`src/rtl/tt_um_counter_shivam.sv`:
```
// tt_um_counter_shivam: 16-bit Fibonacci LFSR with an optional up/down counter mode.
// Optional feature macro: COUNTER_MODE_EN. When it is defined, ui_in[2] selects
// counter mode and ui_in[3] selects the count direction. When it is undefined,
// every step is an LFSR step.
// The state register drives every output directly, so no input reaches an
// output without passing through the register.
module tt_um_counter_shivam (
    input  logic        clk,
    input  logic        rst,
    input  logic        ena,
    input  logic [7:0]  ui_in,
    input  logic [7:0]  uio_in,
    input  logic [15:0] Uin,
    output logic [15:0] Uout,
    output logic [7:0]  uo_out,
    output logic [7:0]  uio_out,
    output logic [7:0]  uio_oe
);

    localparam logic [15:0] ResetVal = 16'h0001;

    logic [15:0] state_q, state_d;
    logic [15:0] lfsr_next;
    logic [15:0] step_next;
    logic        run, load;
    logic        feedback;

    assign run  = ui_in[0];
    assign load = ui_in[1];

`ifdef COUNTER_MODE_EN
    logic mode, dir;
    assign mode = ui_in[2];
    assign dir  = ui_in[3];
    // These bits have no function in the tile.
    logic unused_inputs;
    assign unused_inputs = &{1'b0, uio_in, ui_in[7:4]};
`else
    // These bits have no function in the tile. Mode and direction are also
    // unused when the tile is built as an LFSR only.
    logic unused_inputs;
    assign unused_inputs = &{1'b0, uio_in, ui_in[7:2]};
`endif

    // Taps for x^16+x^14+x^13+x^11+1. An all-zero state would lock up, so it is forced back to 1.
    always_comb begin
        feedback  = state_q[15] ^ state_q[13] ^ state_q[12] ^ state_q[10];
        lfsr_next = (state_q == 16'h0000) ? 16'h0001 : {state_q[14:0], feedback};
    end

    // Select the value for one step: an LFSR advance, or a count when counter mode is built in.
    always_comb begin
        step_next = lfsr_next;
`ifdef COUNTER_MODE_EN
        if (mode) begin
            step_next = dir ? (state_q - 16'd1) : (state_q + 16'd1);
        end
`endif
    end

    // Next-state priority: load beats run. Disabled or idle cycles hold the state.
    always_comb begin
        state_d = state_q;
        if (ena) begin
            if (load) begin
                state_d = Uin;
            end else if (run) begin
                state_d = step_next;
            end
        end
    end

    // State register with a synchronous reset. Reset wins over ena, load and run.
    always_ff @(posedge clk) begin
        if (rst) begin
            state_q <= ResetVal;
        end else begin
            state_q <= state_d;
        end
    end

    // The outputs are direct copies of the state. All bidirectional pins are always driven.
    always_comb begin
        Uout    = state_q;
        uo_out  = state_q[7:0];
        uio_out = state_q[15:8];
        uio_oe  = 8'hFF;
    end

endmodule

```
`config.mk`:
```
export PLATFORM = sky130hd
export DESIGN_NAME = tt_um_counter_shivam
export DESIGN_NICKNAME = d
export VERILOG_FILES = /design/src/rtl/tt_um_counter_shivam.sv
export SDC_FILE = /design/constraint.sdc
export NUM_CORES = 1
export LEC_CHECK = 0
export CAP_MARGIN = 10
export CELL_PAD_IN_SITES_DETAIL_PLACEMENT = 1
export CELL_PAD_IN_SITES_GLOBAL_PLACEMENT = 1
export CORE_AREA = 2 2 67 69
export CTS_BUF_LIST = sky130_fd_sc_hd__clkbuf_4
export CTS_CLUSTER_SIZE = 20
export DETAILED_ROUTE_END_ITERATION = 7
export DIE_AREA = 0 0 69 71
export GPL_TIMING_DRIVEN = 0
export PLACE_DENSITY_LB_ADDON = 0.2
export SYNTH_ARGS = -nofsm -noshare
export SYNTH_HDL_FRONTEND = slang
export SYNTH_SLANG_ARGS = --single-unit
```
`constraint.sdc`:
```
create_clock -name clk -period 2.9 [get_ports clk]
set_clock_uncertainty 0.05 [all_clocks]
set_input_delay 0.58 -clock clk [delete_from_list [all_inputs] [get_ports clk]]
set_output_delay 0.58 -clock clk [all_outputs]
set_load 0.05 [all_outputs]
```
-- Word level (Yosys, flattened, before mapping)
Cells that the tools add are included.
- bits in registers: 16
- multiplexer cells: 3
- bitwise gates (word level): 3
- reduce and logical (&&, ||, !) cells: 3
- operators by type and width (cell ; count):
    16-bit two-way mux ; 3
    16-bit logical NOT ; 1
    1-bit XOR ; 3
    2-bit AND reduction ; 1
    2-bit nonzero test ; 1

-- Logic depth before layout (Yosys ltp)
- depth in word-level cells: 6
- mapped depth: 5

-- Worst setup path after synthesis
Ideal clock, no wire load.
- path kind: register to output
- start point: register state_q[12] (netlist: Uout[12])
- end point: output port uio_out[4]
- arrival time: 1.005 ns
- data required time: 2.270 ns
- slack: 1.265 ns
- cell stages (with the launch flop): 2
- path through: dfxtp_1 -> buf_4
- RTL lines (what ; line ; RTL):
    from (decl) ; 22 ; logic [15:0] state_q, state_d;
    from (signal assigned) ; 76 ; state_q <= ResetVal;
    from (signal assigned) ; 78 ; state_q <= state_d;
    to (decl) ; 16 ; output logic [7:0] uio_out,
No word-level cell between the ends.

-- Worst setup path in the final report
- start point: register state_q[13] (netlist: Uout[13])
- end point: output port uio_out[5]
No word-level cell between the ends.

==> out/results.txt <==
Leak pwr: 0.000697 uW
GRT Util Overall: 0.132
Maximum VDD drop: 0.140 mV
Post-CTS Setup Inserts: 0
Worst-path cell chain: buf_4, clkdlybuf4s50_1
Total negative slack: 0 ns
Critical path data arrival time: 1.76 ns
RSZ-0062 raised after global routing: false
Seq/Total Area, Yosys: 0.283
DR iter-0 viols: 21
CORE AREA: 4200 sq um
Via/cell ratio: 4.35
Synthesis-to-finish area growth: 54.6%
CP max stage cell: clkdlybuf4s50_1
Std cell rows: 24
GRT overflow: 0
Root buffer cell: clkbuf_4
Fmax: 0.419 GHz
Die Height: 71 um
Post-Place Worst Slack: 0.825 ns
Gates resized, CTS repair: 0
Commonest non-fill, non-tap cells in the layout: clkdlybuf4s50_1 (50), buf_4 (24), dfxtp_1 (16)
Clock-pin slew on the worst setup and hold paths: 0.11 ns
Residual DRC count: 0
Vias: 956
FF+latch count, synth: 16
Number of flip-flops in the largest register: 16
CP peak stage delay: 0.79 ns
Mapped Area: 1130 sq um
Final cell count without fillers: 220
Initial antenna violation count: 0
Die ar.: 4900 sq um
Hold WC Path Type: in -> reg
Slew @ Worst Pin: 0.516 ns
Diodes inserted: 0
Max Cap Viol: 0
Final Cycle Share: 0.822
Final net count: 204
Max FO, Critical Path: 6
Design Area, Final: 1750 sq um
First-pass GRT wire length: 5180 um
CP Class: reg -> out
Vias in the first global route: 1007
Period minus WS final: 2.39 ns
Cts hold-fix bufs: 0
Placed cell area: 1720 sq um
CTS Buffer Depth: 2
Critical Path Source Type: flop
Multi-input gate area: 568 sq um
Avg Cell Area, Syn: 10.6 sq um
Layout cells sized above 1: 0.387
Clock sink total: 16
Sequential standard cell area: 320 sq um
Final setup viols: 0
Pwr/cell area: 442 nW/um^2
Status: complete, no violations
Hold WS: 0.515 ns
H-tree lvl count: 1
Most common cell after layout, fill and taps aside: clkdlybuf4s50_1
Final worst setup slack: 0.515 ns
Fillers: 483
GPL Wtd Cong: 0.729
# IOs: 75
Port bufs: 50
Total CTS buffers: 3
Post-synthesis cell type count: 19
Slew Limit Fails: 0
First-pass iteration count of the detailed router: 4
Worst slew margin: 0.655
Horiz. Die Dim: 69 um
WL per Instance: 14.3 um
Worst skew pair latency: 0.29 ns
Yosys warns: 0
Fin. Hold Viols: 0
Mapped Cells: 107
Pin count of the biggest net entering global routing: 11
Final ANT Viol Nets: 0
CP endpoint kind: output port
Worst path required time: 2.27 ns
Post-DP HPWL: 2390 um
Dpl cells: 216
Initial core utilization: 0.269
CTS tree: done
Final WL: 3140 um
[area by class of cell]
| cell class | count | share of cell area |
|---|---|---|
| well taps | 52 | 0.0372 |
| clock inverters | 1 | 0.00214 |
| inverters | 1 | 0.00214 |
| repair buffers | 50 | 0.286 |
| plain buffers | 31 | 0.152 |
| flip-flops and latches | 16 | 0.183 |
| clock buffers | 3 | 0.0129 |
| multi-input cells | 66 | 0.325 |
[kinds of logic (layout without fill, tap and decap cells)]
logic type,count (synthesis),count (layout),synth area share
compound gates,18,18,0.191
flops,16,16,0.283
other cells,1,8,0.00331
mux,15,15,0.133
simple gates,22,22,0.128
buf+inv,32,86,0.239
xor+xnor,3,3,0.0232
[cells in the mapped netlist]
master	count	area [sq um]
conb_1	1	3.75
o21ai_0	1	5.00
mux2i_1	15	150
nor2_2	15	93.8
nand3b_1	1	7.51
clkbuf_8	1	13.8
a32oi_1	1	8.76
buf_12	2	40.0
buf_6	2	22.5
nor4_1	4	25.0
and4bb_1	1	12.5
buf_2	2	10.0
o21a_4	1	15.0
nand4_1	1	6.26
buf_4	24	180
a211oi_2	15	188
xnor2_1	3	26.3
dfxtp_1	16	320
inv_1	1	3.75
[worst paths after layout]
check                start         end  slack (ns)  depth (start not counted)
setup / recovery  Uout[13]  uio_out[5]        0.51                          2
hold / removal         rst     Uout[7]        0.52                          2
setup reg to reg   Uout[2]     Uout[0]        1.70                          3
hold reg to reg   Uout[11]    Uout[11]        0.53                          2
[per-stage QoR]
| step | total power (uW) | util |
|---|---|---|
| floorplan | 536 | - |
| global placement | 646 | 0.410 |
| finish | 773 | 0.416 |
| CTS | 785 | 0.416 |
| detailed placement | 651 | 0.410 |
| global route | 817 | 0.416 |
[critical path, delay by kind of cell (launching register included)]
kind	cells	cell delay, ns
buffers and inverters	2	0.96
DFF	1	0.51
[routing by layer]
metal  vias to the layer above  wire length (um)  GRT usage
li1                        466                 -          -
met2                        42              1540      0.229
met4                         0                12     0.0327
met1                       446              1360      0.165
met3                         2               221     0.0342
met5                         -                 0          0
[where the power goes]
group          total [uW]  switching, uW  leakage, uW  internal, uW
registers             266           28.4     0.000132           237
clock network         130           80.3    0.0000154          50.0
logic                 377            222     0.000549           156
total                 773            330     0.000697           443
(Power assumes the default switching activity.)
==> variant 1: new RTL, same flow settings <==
Build with the macro `COUNTER_MODE_EN` defined.
--- a/src/rtl/tt_um_counter_shivam.sv
+++ b/src/rtl/tt_um_counter_shivam.sv
@@ -6,2 +6,4 @@
 // output without passing through the register.
+`define COUNTER_MODE_EN
+
 module tt_um_counter_shivam (
Check against the original RTL: not equivalent (Yosys sat finds a counterexample within 4 cycles, from zero or initial values and one cycle with rst high).
==> variant 1 against the unedited design <==
Combinational power rose by 63%; largest power group unchanged; critical endpoint is now Uout[14]$_SDFFE_PP0P_; global-route usage up 15 points; area after synthesis up 64%; die area did not move; power grew 34%; highest routed layer unchanged; worst setup slack worse by 340 ps; sequential cell count stayed put; final cell count rose by 68%; cell area grew 44%; first-iteration DRC count rose to 5.6 times the old value; sequential share of layout area is 5.6 points lower; wire length increased by 130%.
==> variant 1: results (changes against the unedited design) <==
Layout
  • Clk tree area frac: 0.0104 (was 0.0150)
  • Area growth syn-to-layout: 35.8% (was 54.6%)
  • Comb_multi_in: 205 (was 66)
  • Final core utilization: 0.599 (was 0.416)
  • Nonclk buf count: 88 (was 81)

Logic synthesis
  • Post-Synthesis Cells: 252 (was 107)
  • Synth unique cells: 48 (was 19)
  • Largest cells by area after synthesis: dfxtp_1 17%, buf_4 9.7%, ha_1 9.4% (was dfxtp_1 28%, a211oi_2 17%, buf_4 16%)
  • Synth Area in Compound Gates: 0.287 (was 0.191)
  • Xor and xnor area share after synthesis: 0.0472 (was 0.0232)

Worst setup path
  • RR Endpoint: Uout[14]$_SDFFE_PP0P_ (was Uout[0]$_SDFFE_PP1P_)
  • CP Max Fanout: 16 (was 6)
  • Worst Reg-to-Reg Cells: 6 (was 3)
  • Reg2reg setup slack: 310 ps (was 1700 ps)

Worst hold path
  • Worst Hold Class: reg -> reg (was in -> reg)
  • Hold Crit Endpoint: Uout[6]$_SDFFE_PP0P_ (was Uout[7]$_SDFFE_PP0P_)

Placed design
  • Placed Cells: 365 (was 216)
  • Setup WS pre-CTS: -939 ps (was 825 ps)

Outcome
  • Status: finished clean (unchanged)

Pwr
  • Sequential power: 0.000282 W (was 0.000266 W)
  • P_leak: 1.04 nW (was 0.697 nW)

Route
  • Final WL: 7210 um (was 3140 um)

GRT
  • GR Layer Usage met2: 0.509 (was 0.229)
  • Largest net degree at the start of global routing: 17 (was 11)
  • Global-route usage over all layers: 0.285 (was 0.132)
  • First-pass GRT wire length: 11,300 um (was 5180 um)
  • GRT met3 Usage: 0.0513 (was 0.0342)

STA
  • Relative slew slack: 0.311 (was 0.655)
[variant 1: changes by cell type in the layout (fill, tap and decap cells not counted), sizes merged, moves of 12 or more]
| cell | unedited run | this run |
|---|---|---|
| o21ai | 1 | 14 |
| ha | 0 | 14 |
| mux2i | 15 | 3 |
| a21oi | 0 | 19 |
| nand2 | 0 | 23 |
[variant 1: worst max path at each step]
stage | from | to | slack (ps) | cells after the start
final | ui_in[3] | Uout[14]$_SDFFE_PP0P_ | 180 | 7
after CTS | ui_in[3] | Uout[14]$_SDFFE_PP0P_ | 30 | 7
after global routing | ena | Uout[12]$_SDFFE_PP0P_ | 50 | 6
after detailed placement | ui_in[3] | Uout[14]$_SDFFE_PP0P_ | -940 | 7
after floorplan | Uout[5]$_SDFFE_PP0P_ | Uout[14]$_SDFFE_PP0P_ | 340 | 6
after global placement | ui_in[3] | Uout[14]$_SDFFE_PP0P_ | -890 | 7
[variant 1: repair_timing]
action	in CTS	in global routing
endpoints found under the setup margin	10	1
resized for setup	4	2
pin swaps	0	0
==> variant 2: new RTL, config.mk and constraints unchanged <==
Without the edit above. Put a register stage on the output `uio_out`, without a reset. The value now appears one clock later. The other outputs are not delayed to match.
--- a/src/rtl/tt_um_counter_shivam.sv
+++ b/src/rtl/tt_um_counter_shivam.sv
@@ -20,2 +20,4 @@
     localparam logic [15:0] ResetVal = 16'h0001;
+
+    logic [7:0] uio_d;
 
@@ -85,4 +87,8 @@
         uo_out  = state_q[7:0];
-        uio_out = state_q[15:8];
+        uio_d = state_q[15:8];
         uio_oe  = 8'hFF;
+    end
+
+    always_ff @(posedge clk) begin
+        uio_out <= uio_d;
     end
Formal check against the unedited RTL: not equivalent (Yosys sat finds a counterexample within 4 cycles, from zero or initial values and one cycle with rst high).
==> variant 2 against the unedited design <==
Fmax is 0.81% higher; sequential cell count is 8 higher; wire length up 0.41%; cell area up 7.2%; non-clock buffer count fell by 8; area after synthesis increased by 8.8%; worst setup slack improved by 19 ps; power grew 29%; critical path type unchanged; largest cell class unchanged.
==> variant 2: results (changes against the unedited design) <==
Worst setup path
  • End of the critical path: uo_out[5] (was uio_out[5])
  • CP max-delay cell: clkdlybuf4s50_1 (unchanged)
  • RR Startpoint: Uout[6]$_SDFFE_PP0P_ (was Uout[2]$_SDFFE_PP0P_)
  • Reg2reg setup slack: 1660 ps (was 1700 ps)
  • CP Max Fanout: 5 (was 6)
  • Worst Reg-to-Reg Cells: 3 (unchanged)
  • CP Launch Point: Uout[5]$_SDFFE_PP0P_ (was Uout[13]$_SDFFE_PP0P_)
  • CP delay by family, top: buffers and inverters (unchanged)
  • RR Endpoint: Uout[0]$_SDFFE_PP1P_ (unchanged)
  • CP Data Arrival Time: 1740 ps (was 1760 ps)
  • CP peak stage delay: 810 ps (was 790 ps)

Outcome
  • Status: finished clean (unchanged)

Clocking
  • Clock-pin transition on the worst setup and hold timing paths: 140 ps (was 110 ps)
  • Clk root buf: clkbuf_4 (unchanged)
  • Post-CTS Setup Inserts: 0 (unchanged)
  • Num CTS Buffers: 3 (unchanged)
  • # H-tree levels: 1 (unchanged)
  • Max Root-Sink Buffers: 2 (unchanged)
  • Cts repair resizes: 0 (unchanged)
  • Worst-Skew Late Latency: 310 ps (was 290 ps)

Logic synthesis
  • Commonest cells in the synthesized netlist: 24 x dfxtp_1, 16 x buf_4, 15 x a211oi_2, 15 x mux2i_1, 15 x nor2_2 (was 24 x buf_4, 16 x dfxtp_1, 15 x a211oi_2, 15 x mux2i_1, 15 x nor2_2)
  • YS warnings: 0 (unchanged)
  • Post-synth ARST share: 0 (unchanged)
  • Largest cells by area after synthesis: dfxtp_1 39%, a211oi_2 15%, mux2i_1 12% (was dfxtp_1 28%, a211oi_2 17%, buf_4 16%)
  • Post-synthesis sequential area ratio: 0.390 (was 0.283)
  • Synth unique cells: 19 (unchanged)

Worst hold path
  • Worst Hold Class: reg -> reg (was in -> reg)
  • Hold Crit Endpoint: uio_out[1]$_DFF_P_ (was Uout[7]$_SDFFE_PP0P_)
  • WHS Path Cells: 0 (was 2)
  • HP Start: Uout[9]$_SDFFE_PP0P_ (was rst)

Route
  • Final WL: 3150 um (was 3140 um)
  • Via count: 967 (was 956)
  • Iter 0 DRT Violations: 29 (was 21)
  • TritonRoute pass-1 iters: 3 (was 4)

STA
  • Worst slew pin tran: 523 ps (was 516 ps)

Placed design
  • Port Buf Inserts: 50 (unchanged)
  • Detail Placement HPWL: 2410 um (was 2390 um)
  • Final Wtd Congestion: 0.665 (was 0.729)
  • Placed instance area: 0.00182 sq mm (was 0.00172 sq mm)

GRT
  • Largest net degree at the start of global routing: 15 (was 11)
  • First-pass GRT wire length: 5180 um (about the same)
  • Vias in the first global route: 1,013 (was 1,007)
  • Global-route usage over all layers: 0.130 (was 0.132)
  • Initial antenna violation count: 0 (unchanged)

Layout
  • Number of fillers in the final layout: 465 (was 483)
  • Antenna cells: 0 (unchanged)
  • Max FFs per register: 16 (unchanged)
  • Layout cells sized above 1: 0.351 (was 0.387)
  • Final nets: 204 (unchanged)

Pwr
  • P_leak: 0.731 nW (was 0.697 nW)
  • Worst vdd ir: 0.220 mV (was 0.140 mV)
[variant 2: kinds of logic (layout without fill, tap and decap cells)]
| logic type | count (synthesis) | after routing | synth area share |
|---|---|---|---|
| muxes | 15 | 15 | 0.122 |
| xor gates and xnor gates | 3 | 3 | 0.0213 |
| and+or+nand+nor | 22 | 22 | 0.118 |
| AOI/OAI and AO/OA | 18 | 18 | 0.176 |
| buffers and inverters | 24 | 78 | 0.171 |
| DFF | 24 | 24 | 0.390 |
| other | 1 | 8 | 0.00304 |
[variant 2: per-stage QoR]
| stage | setup slack (ps) | util | power (W) | instances | hold slack (ps) |
|---|---|---|---|---|---|
| floorplan | 1300 | - | 0.000647 | 114 | 584 |
| global placement | 915 | 0.434 | 0.000758 | 216 | 360 |
| detailed placement | 898 | 0.434 | 0.000763 | 216 | 369 |
| CTS | 527 | 0.446 | 0.00101 | 220 | 388 |
| global route | 475 | 0.446 | 0.00104 | 220 | 406 |
| finish | 534 | 0.446 | 0.000995 | 220 | 386 |
[variant 2: final cells by class]
| cell class | instances | area share |
|---|---|---|
| flip-flops and latches | 24 | 0.256 |
| clock buffers | 3 | 0.0120 |
| clock inverters | 1 | 0.0160 |
| repair buffers | 50 | 0.267 |
| plain buffers | 23 | 0.110 |
| inverters | 1 | 0.00200 |
| multi-input cells | 66 | 0.303 |
| well taps | 52 | 0.0347 |
[variant 2: where the power goes]
part / internal (W) / switching (W)
combinational: 0.000146 / 0.000220
sequential: 0.000356 / 0.0000302
clock: 0.000140 / 0.000103
[variant 2: layer usage]
layer | global-route usage | share of wire | vias to the layer above
met2 | 0.234 | 0.53 | 26
met3 | 0.0185 | 0.039 | 2
met4 | 0.0458 | 0.0086 | 0
met1 | 0.159 | 0.42 | 462
met5 | 0 | 0 | -
li1 | - | - | 477
